$ cat src/rtl/call_sequencer.sv
// Program-counter sequencer: owns the PC, decodes per-cycle control ops and
// drives the instruction stack's call/return strobes with depth tracking.
module call_sequencer #(
   parameter int ADDR_WIDTH = 4,
   parameter int DATA_WIDTH = 16
) (
   input  logic                  i_clk,
   input  logic                  i_rst,
   input  logic                  i_en,
   input  logic [2:0]            i_op,
   input  logic                  i_cond,
   input  logic [DATA_WIDTH-1:0] i_target,
   input  logic [DATA_WIDTH-1:0] i_stack,
   output logic [DATA_WIDTH-1:0] o_PC,
   output logic                  o_call,
   output logic                  o_rtrn,
   output logic [ADDR_WIDTH:0]   o_depth,
   output logic [1:0]            o_state,
   output logic                  o_ovf,
   output logic                  o_unf
);

   typedef enum logic [1:0] {
      S_RUN      = 2'd0,
      S_RET_WAIT = 2'd1,
      S_HALT     = 2'd2,
      S_ERROR    = 2'd3
   } state_t;

   typedef enum logic [2:0] {
      OP_NOP    = 3'd0,
      OP_JUMP   = 3'd1,
      OP_BRANCH = 3'd2,
      OP_CALL   = 3'd3,
      OP_RTRN   = 3'd4,
      OP_HALT   = 3'd5
   } op_t;

   localparam logic [ADDR_WIDTH:0] DEPTH_MAX = {1'b1, {ADDR_WIDTH{1'b0}}};

   state_t                state;
   logic                  full;
   logic                  empty;
   logic                  run_act;
   logic [DATA_WIDTH-1:0] pc_inc;

   assign o_state = state;
   assign full    = (o_depth == DEPTH_MAX);
   assign empty   = (o_depth == '0);
   assign pc_inc  = o_PC + 1'b1;

   // Strobes must be valid while o_PC still holds the issuing PC, so they are
   // decoded combinationally; i_rst gating keeps them low during reset.
   always_comb begin
      run_act = i_rst && (state == S_RUN) && i_en;
      o_call  = run_act && (i_op == OP_CALL) && !full;
      o_rtrn  = run_act && (i_op == OP_RTRN) && !empty;
   end

   always_ff @(posedge i_clk or negedge i_rst) begin
      if (!i_rst) begin
         o_PC    <= '0;
         o_depth <= '0;
         state   <= S_RUN;
         o_ovf   <= 1'b0;
         o_unf   <= 1'b0;
      end else begin
         case (state)
            S_RUN: begin
               if (i_en) begin
                  case (i_op)
                     OP_JUMP:   o_PC <= i_target;
                     OP_BRANCH: o_PC <= i_cond ? i_target : pc_inc;
                     OP_CALL: begin
                        if (!full) begin
                           o_PC    <= i_target;
                           o_depth <= o_depth + 1'b1;
                        end else begin
                           o_ovf <= 1'b1;
                           state <= S_ERROR;
                        end
                     end
                     OP_RTRN: begin
                        if (!empty) begin
                           o_depth <= o_depth - 1'b1;
                           state   <= S_RET_WAIT;
                        end else begin
                           o_unf <= 1'b1;
                           state <= S_ERROR;
                        end
                     end
                     OP_HALT:   state <= S_HALT;
                     default:   o_PC <= pc_inc;
                  endcase
               end
            end
            // The stack presents the saved return address one edge after rtrn.
            S_RET_WAIT: begin
               o_PC  <= i_stack;
               state <= S_RUN;
            end
            default: ;
         endcase
      end
   end

endmodule

$ cat config.mk
export PLATFORM = sky130hd
export DESIGN_NAME = call_sequencer
export DESIGN_NICKNAME = d
export VERILOG_FILES = /design/src/rtl/call_sequencer.sv
export SDC_FILE = /design/constraint.sdc
export NUM_CORES = 1
export LEC_CHECK = 0
export CAP_MARGIN = 20
export CORE_UTILIZATION = 45
export DETAILED_ROUTE_END_ITERATION = 8
export GPL_TIMING_DRIVEN = 0
export PLACE_DENSITY = 0.81
export SLEW_MARGIN = 20
export SYNTH_ARGS = -nofsm -noshare
export SYNTH_HDL_FRONTEND = slang
export SYNTH_SLANG_ARGS = --single-unit
export TNS_END_PERCENT = 20
$ cat constraint.sdc
create_clock -name i_clk -period 2.1 [get_ports i_clk]
set_clock_uncertainty 0.1 [all_clocks]
set_input_delay 0.63 -clock i_clk [delete_from_list [all_inputs] [get_ports i_clk]]
set_output_delay 0.63 -clock i_clk [all_outputs]
set_load 0.03 [all_outputs]
-- Word level (Yosys, flattened, before mapping)
Cells that the tools add are included.
- flip-flop bits (word level): 25
- word-level logic and storage cells: 53
- input bits: 39
- reductions and logical operators: 18
- equal/unequal tests: 14
- mux-type cells: 13
- add/sub/neg operators: 3
- operators by type and width (cell ; number):
    one-hot mux 16 bit (4 select lines) ; 1
    2-to-1 mux 16 bit ; 3
    one-hot mux 16 bit (2 select lines) ; 1
    adder 16 x 1 -> 16 bit (second input constant) ; 1
    AND reduction 4 bit ; 4
    2-to-1 mux 5 bit ; 2
    one-hot mux 5 bit (2 select lines) ; 1
    inequality test 2 bit (second input constant) ; 4
    equality test 3 x 2 -> 1 bit (second input constant) ; 2
    equality test 3 bit (second input constant) ; 2
    logical AND 1 bit ; 6
    2-to-1 mux 2 bit ; 3
    inequality test 3 bit (second input constant) ; 2
    one-hot mux 2 bit (3 select lines) ; 1
    adder 5 x 1 -> 5 bit (second input constant) ; 1
    equality test 5 bit (second input constant) ; 1
    zero test 5 bit ; 1
    AND reduction 5 bit ; 1
    subtractor 5 x 1 -> 5 bit (second input constant) ; 1
    inequality test 4 x 1 -> 1 bit (second input constant) ; 1
    one-hot mux 2 bit (2 select lines) ; 1
    nonzero test 2 bit ; 2
    equality test 3 x 1 -> 1 bit (second input constant) ; 1
    equality test 2 x 1 -> 1 bit (second input constant) ; 1
    other kinds (3) ; 4

-- Logic depth before layout (Yosys ltp)
- depth in word-level cells: 5
- gate-level depth with buffers: 9
- gate-level depth less buffers: 8

-- Worst setup path after synthesis
No wires, ideal clock.
- path kind: input to register
- start: input i_op[2]
- end: register o_depth[4]
- library setup time: 138 ps
- setup slack: -359 ps
- stages on the path: 9
- data arrival time: 2221 ps
- cell sequence: buf_6 nor3b_2 inv_1 fa_1 nand2b_1 a21oi_1 xnor2_1 nor2_1 xor2_1
- word-level cells in the longest chain between the ends: 3
- elaborated cells between the ends (all ways): 7
- classes of those cells: 4 x eq/ne; 1 x mux; 2 x reduce/logical
- ends and longest elaborated chain (what ; RTL line ; RTL):
    from (decl) ; 10 ; input logic [2:0] i_op,
    equality test 3 bit / equality test 3 x 2 -> 1 bit (equally long branches) ; 71 ; case (i_op)
    inequality test 2 bit (no line) / nonzero test 2 bit (equally long branches) ; -- ;
    AND reduction 5 bit (no line) ; -- ;
    to (signal assigned) ; 77 ; o_depth <= o_depth + 1'b1;
    to (signal assigned) ; 85 ; o_depth <= o_depth - 1'b1;
    to (decl) ; 17 ; output logic [ADDR_WIDTH:0] o_depth,
Several ways; a longest one is shown, not always the timed one.
A chain may end at the register's enable or synchronous reset.

-- Final worst setup path
- start: register o_depth[1]
- end: output o_call
- word-level cells in the longest chain between the ends: 3
- ends and longest elaborated chain (what ; RTL line ; RTL):
    equality test 5 bit ; 48 ; assign full = (o_depth == DEPTH_MAX);
    zero test 1 bit ; -- ;
    logical AND 1 bit ; 56 ; o_call = run_act && (i_op == OP_CALL) && !full;
    to (decl) ; 15 ; output logic o_call,
Every way passes these cells.

==> run metrics <==
most frequent cells in the layout=clkdlybuf4s50_1 (36), dfrtp_1 (23), dlygate4sd2_1 (22), nand2_1 (18), o21ai_0 (17); initial drt markers=201; combinational share of power=0.531; Synth Instances=205; Die Y=65.21 µm; CP Max Fanout=4; Total GRT Usage=0.2661; Critical Path Start Type=register; vias in the first global route=1,824; DIE WIDTH=65.21 µm; DP Worst Slack=-1148 ps; CTS Sinks=25; Num CTS Buffers=3; Post-Syn Area=1798 µm²; status=finished, violations left; H-tree depth=1; critical path class=reg -> out; DRC viols=0; Final Instance Area=2673 µm²; Post-synth EDFFs=0; GRT Residual Overflow=0; Worst-Margin Slew=449.9 ps; reg2reg start=o_depth[1]$_DFFE_PN0P_; reg2reg end=o_depth[4]$_DFFE_PN0P_; crit-path max cell delay=450 ps; Crit-path slowest cell=dfrtp_2; Slew Limit Fails=0; Max rail drop VDD=0.4557 mV; Crit path depth=4; CP delay by family, top=simple AND/OR/NAND/NOR gates; sequential area share after synthesis=0.3479; Max Root-Sink Buffers=2; RSZ-0062 raised after global routing=yes; share of layout cells above drive strength 1=0.1738; Syn Nets=249; DP Area=2519 µm²; largest net degree at the start of global routing=28; commonest non-fill, non-tap cell in the layout=clkdlybuf4s50_1; Hold Violations, Final=0; slack of the critical path=-190.3 ps; Netlist cell types=47; CP required=1370 ps; diode count=0; Clock Tree Root=clkbuf_8; Power per Cell Area=997.8 nW/µm²; DP HPWL=3791 µm; Area Overhead vs Synth=48.64%; post-synthesis area per instance=8.771 µm²; minimum clock period=2290 ps; Top Ports=66; post-route ant nets=0; Synth async-reset ratio=1.000; hold_buf cts=0; DR vias/cell=5.912; flop2flop setup slack=0 ps; nets=327; yosys synthesis warning count=0; DR pass1 iterations=4; GPL Wtd Cong=0.8293; fin crit share=1.091; Die ar.=4252 µm²; crit path buf inv count=1; Clk pin slew, worst setup/hold paths=100 ps; crit-path cells=nor4_4 > nand2_1 > and4_1 > buf_6; site row count=22; HP Class=in -> async; Seq pwr share=0.357; DR vias=1,951; P_sw=1.262 mW; Clock Power Share=0.113; sw frac=0.4733; failing checks=setup timing; Reg2Reg Depth=7; worst hold slack=145.2 ps; Clock Latency Late Sink=280 ps; crit path capture=o_call; initial antenna violation count=0; most used flip-flop cell after synthesis=dfrtp_1; crit path DAT=1560 ps; first-pass GRT wire length=8776 µm; routed len/inst=16.64 µm; TritonCTS clock tree=done; normalized max-slew margin=0.6989; final wirelength=5490 µm; Initial Util=0.4803; crit end category=primary output; crit path from=o_depth[1]$_DFFE_PN0P_; static leakage=1.131 nW; Tot Pwr=2.667 mW; # port buffers=64; number of max-cap violations=0; #FFs+latches synth=25; P_int=1.405 mW; Final setup viols=3; core area=3744 µm²; fmax=436.6 MHz; Util after Layout=0.7139
## power by group through the flow
stage          Sequential (mW)  Combinational, mW  Clock [mW]
2_1_floorplan             1.24              0.516           0
3_5_place_dp             0.945               1.41           0
3_3_place_gp             0.939               1.38           0
6_report                 0.951               1.42       0.300
5_1_grt                  0.976               1.52       0.322
4_1_cts                  0.935               1.39       0.295
## cell usage after synthesis, drive strengths merged (2+ instances only)
cell type / instances / area share
o21ai: 21 / 0.058
a221o: 7 / 0.039
a21oi: 12 / 0.033
xor2: 6 / 0.029
xnor2: 9 / 0.044
nand4: 2 / 0.0070
dfrtp: 25 / 0.35
o22ai: 2 / 0.0070
a211oi: 11 / 0.046
buf: 8 / 0.034
a21o: 4 / 0.017
and3: 2 / 0.0070
o31ai: 2 / 0.0083
nand2: 20 / 0.042
nand2b: 5 / 0.017
nor4: 3 / 0.014
and4: 2 / 0.0097
nand3: 6 / 0.017
nor3: 7 / 0.019
nor3b: 2 / 0.011
nor2: 10 / 0.021
o211ai: 3 / 0.013
a31oi: 2 / 0.0070
ha: 4 / 0.028
inv: 8 / 0.017
clkbuf: 4 / 0.0083
and2: 2 / 0.0070
## area by class of cell
class                           count  area [µm²]
Multi-Input combinational cell    160        1145
Fill cell                         328        1071
Timing Repair Buffer               73       680.7
Sequential cell                    25       628.1
Buffer                             12       82.58
Tap cell                           48       60.06
Clock buffer                        3       41.29
Inverter                            8       30.03
Clock inverter                      1       5.005
## cells by family (layout without fill, tap and decap cells)
group | after synthesis | in the layout | share of synthesized area
flops | 25 | 25 | 0.3479
compound gates | 74 | 74 | 0.2860
xor+xnor | 15 | 15 | 0.07307
fa+ha+maj | 5 | 5 | 0.03897
buf+inv | 20 | 97 | 0.05915
simple gates | 66 | 66 | 0.1949
## metal layers
metal	vias up	share of wire	track usage
met5	-	0	0
met4	0	0.0089	0.08152
met3	8	0.070	0.03646
met2	99	0.50	0.4369
met1	920	0.42	0.3606
li1	924	-	-
## registers in the layout (all words and copies together), names as in the netlist
signal and count:
o_unf 1, o_ovf 1, o_PC 16, o_state 2, o_depth 5
## what timing repair did
item,CTS,global route
resized for setup,61,10
endpoints found under the setup margin,42,13
setup buffers,8,1
pin swaps,7,3
cloned,0,0
## worst min-delay path by stage
| stage | start | end | cells past startpoint | slack [ps] |
|---|---|---|---|---|
| after global routing | i_rst | o_PC[10]$_DFFE_PN0P_ | 1 | 170 |
| after detailed placement | o_ovf$_DFFE_PN0P_ | o_ovf$_DFFE_PN0P_ | 1 | 350 |
| after CTS | i_rst | o_PC[10]$_DFFE_PN0P_ | 1 | 170 |
| after global placement | o_ovf$_DFFE_PN0P_ | o_ovf$_DFFE_PN0P_ | 1 | 350 |
| after floorplan | i_rst | o_PC[0]$_DFFE_PN0P_ | 0 | 230 |
| final | i_rst | o_PC[10]$_DFFE_PN0P_ | 1 | 150 |
## per-stage QoR
step,std cells,setup TNS [ps]
finish,330,-396.5
global route,330,-694.9
global placement,317,-18710
CTS,329,-308.4
floorplan,205,-471.1
detailed placement,317,-15920
No activity file was read; power rests on OpenSTA's default activity.
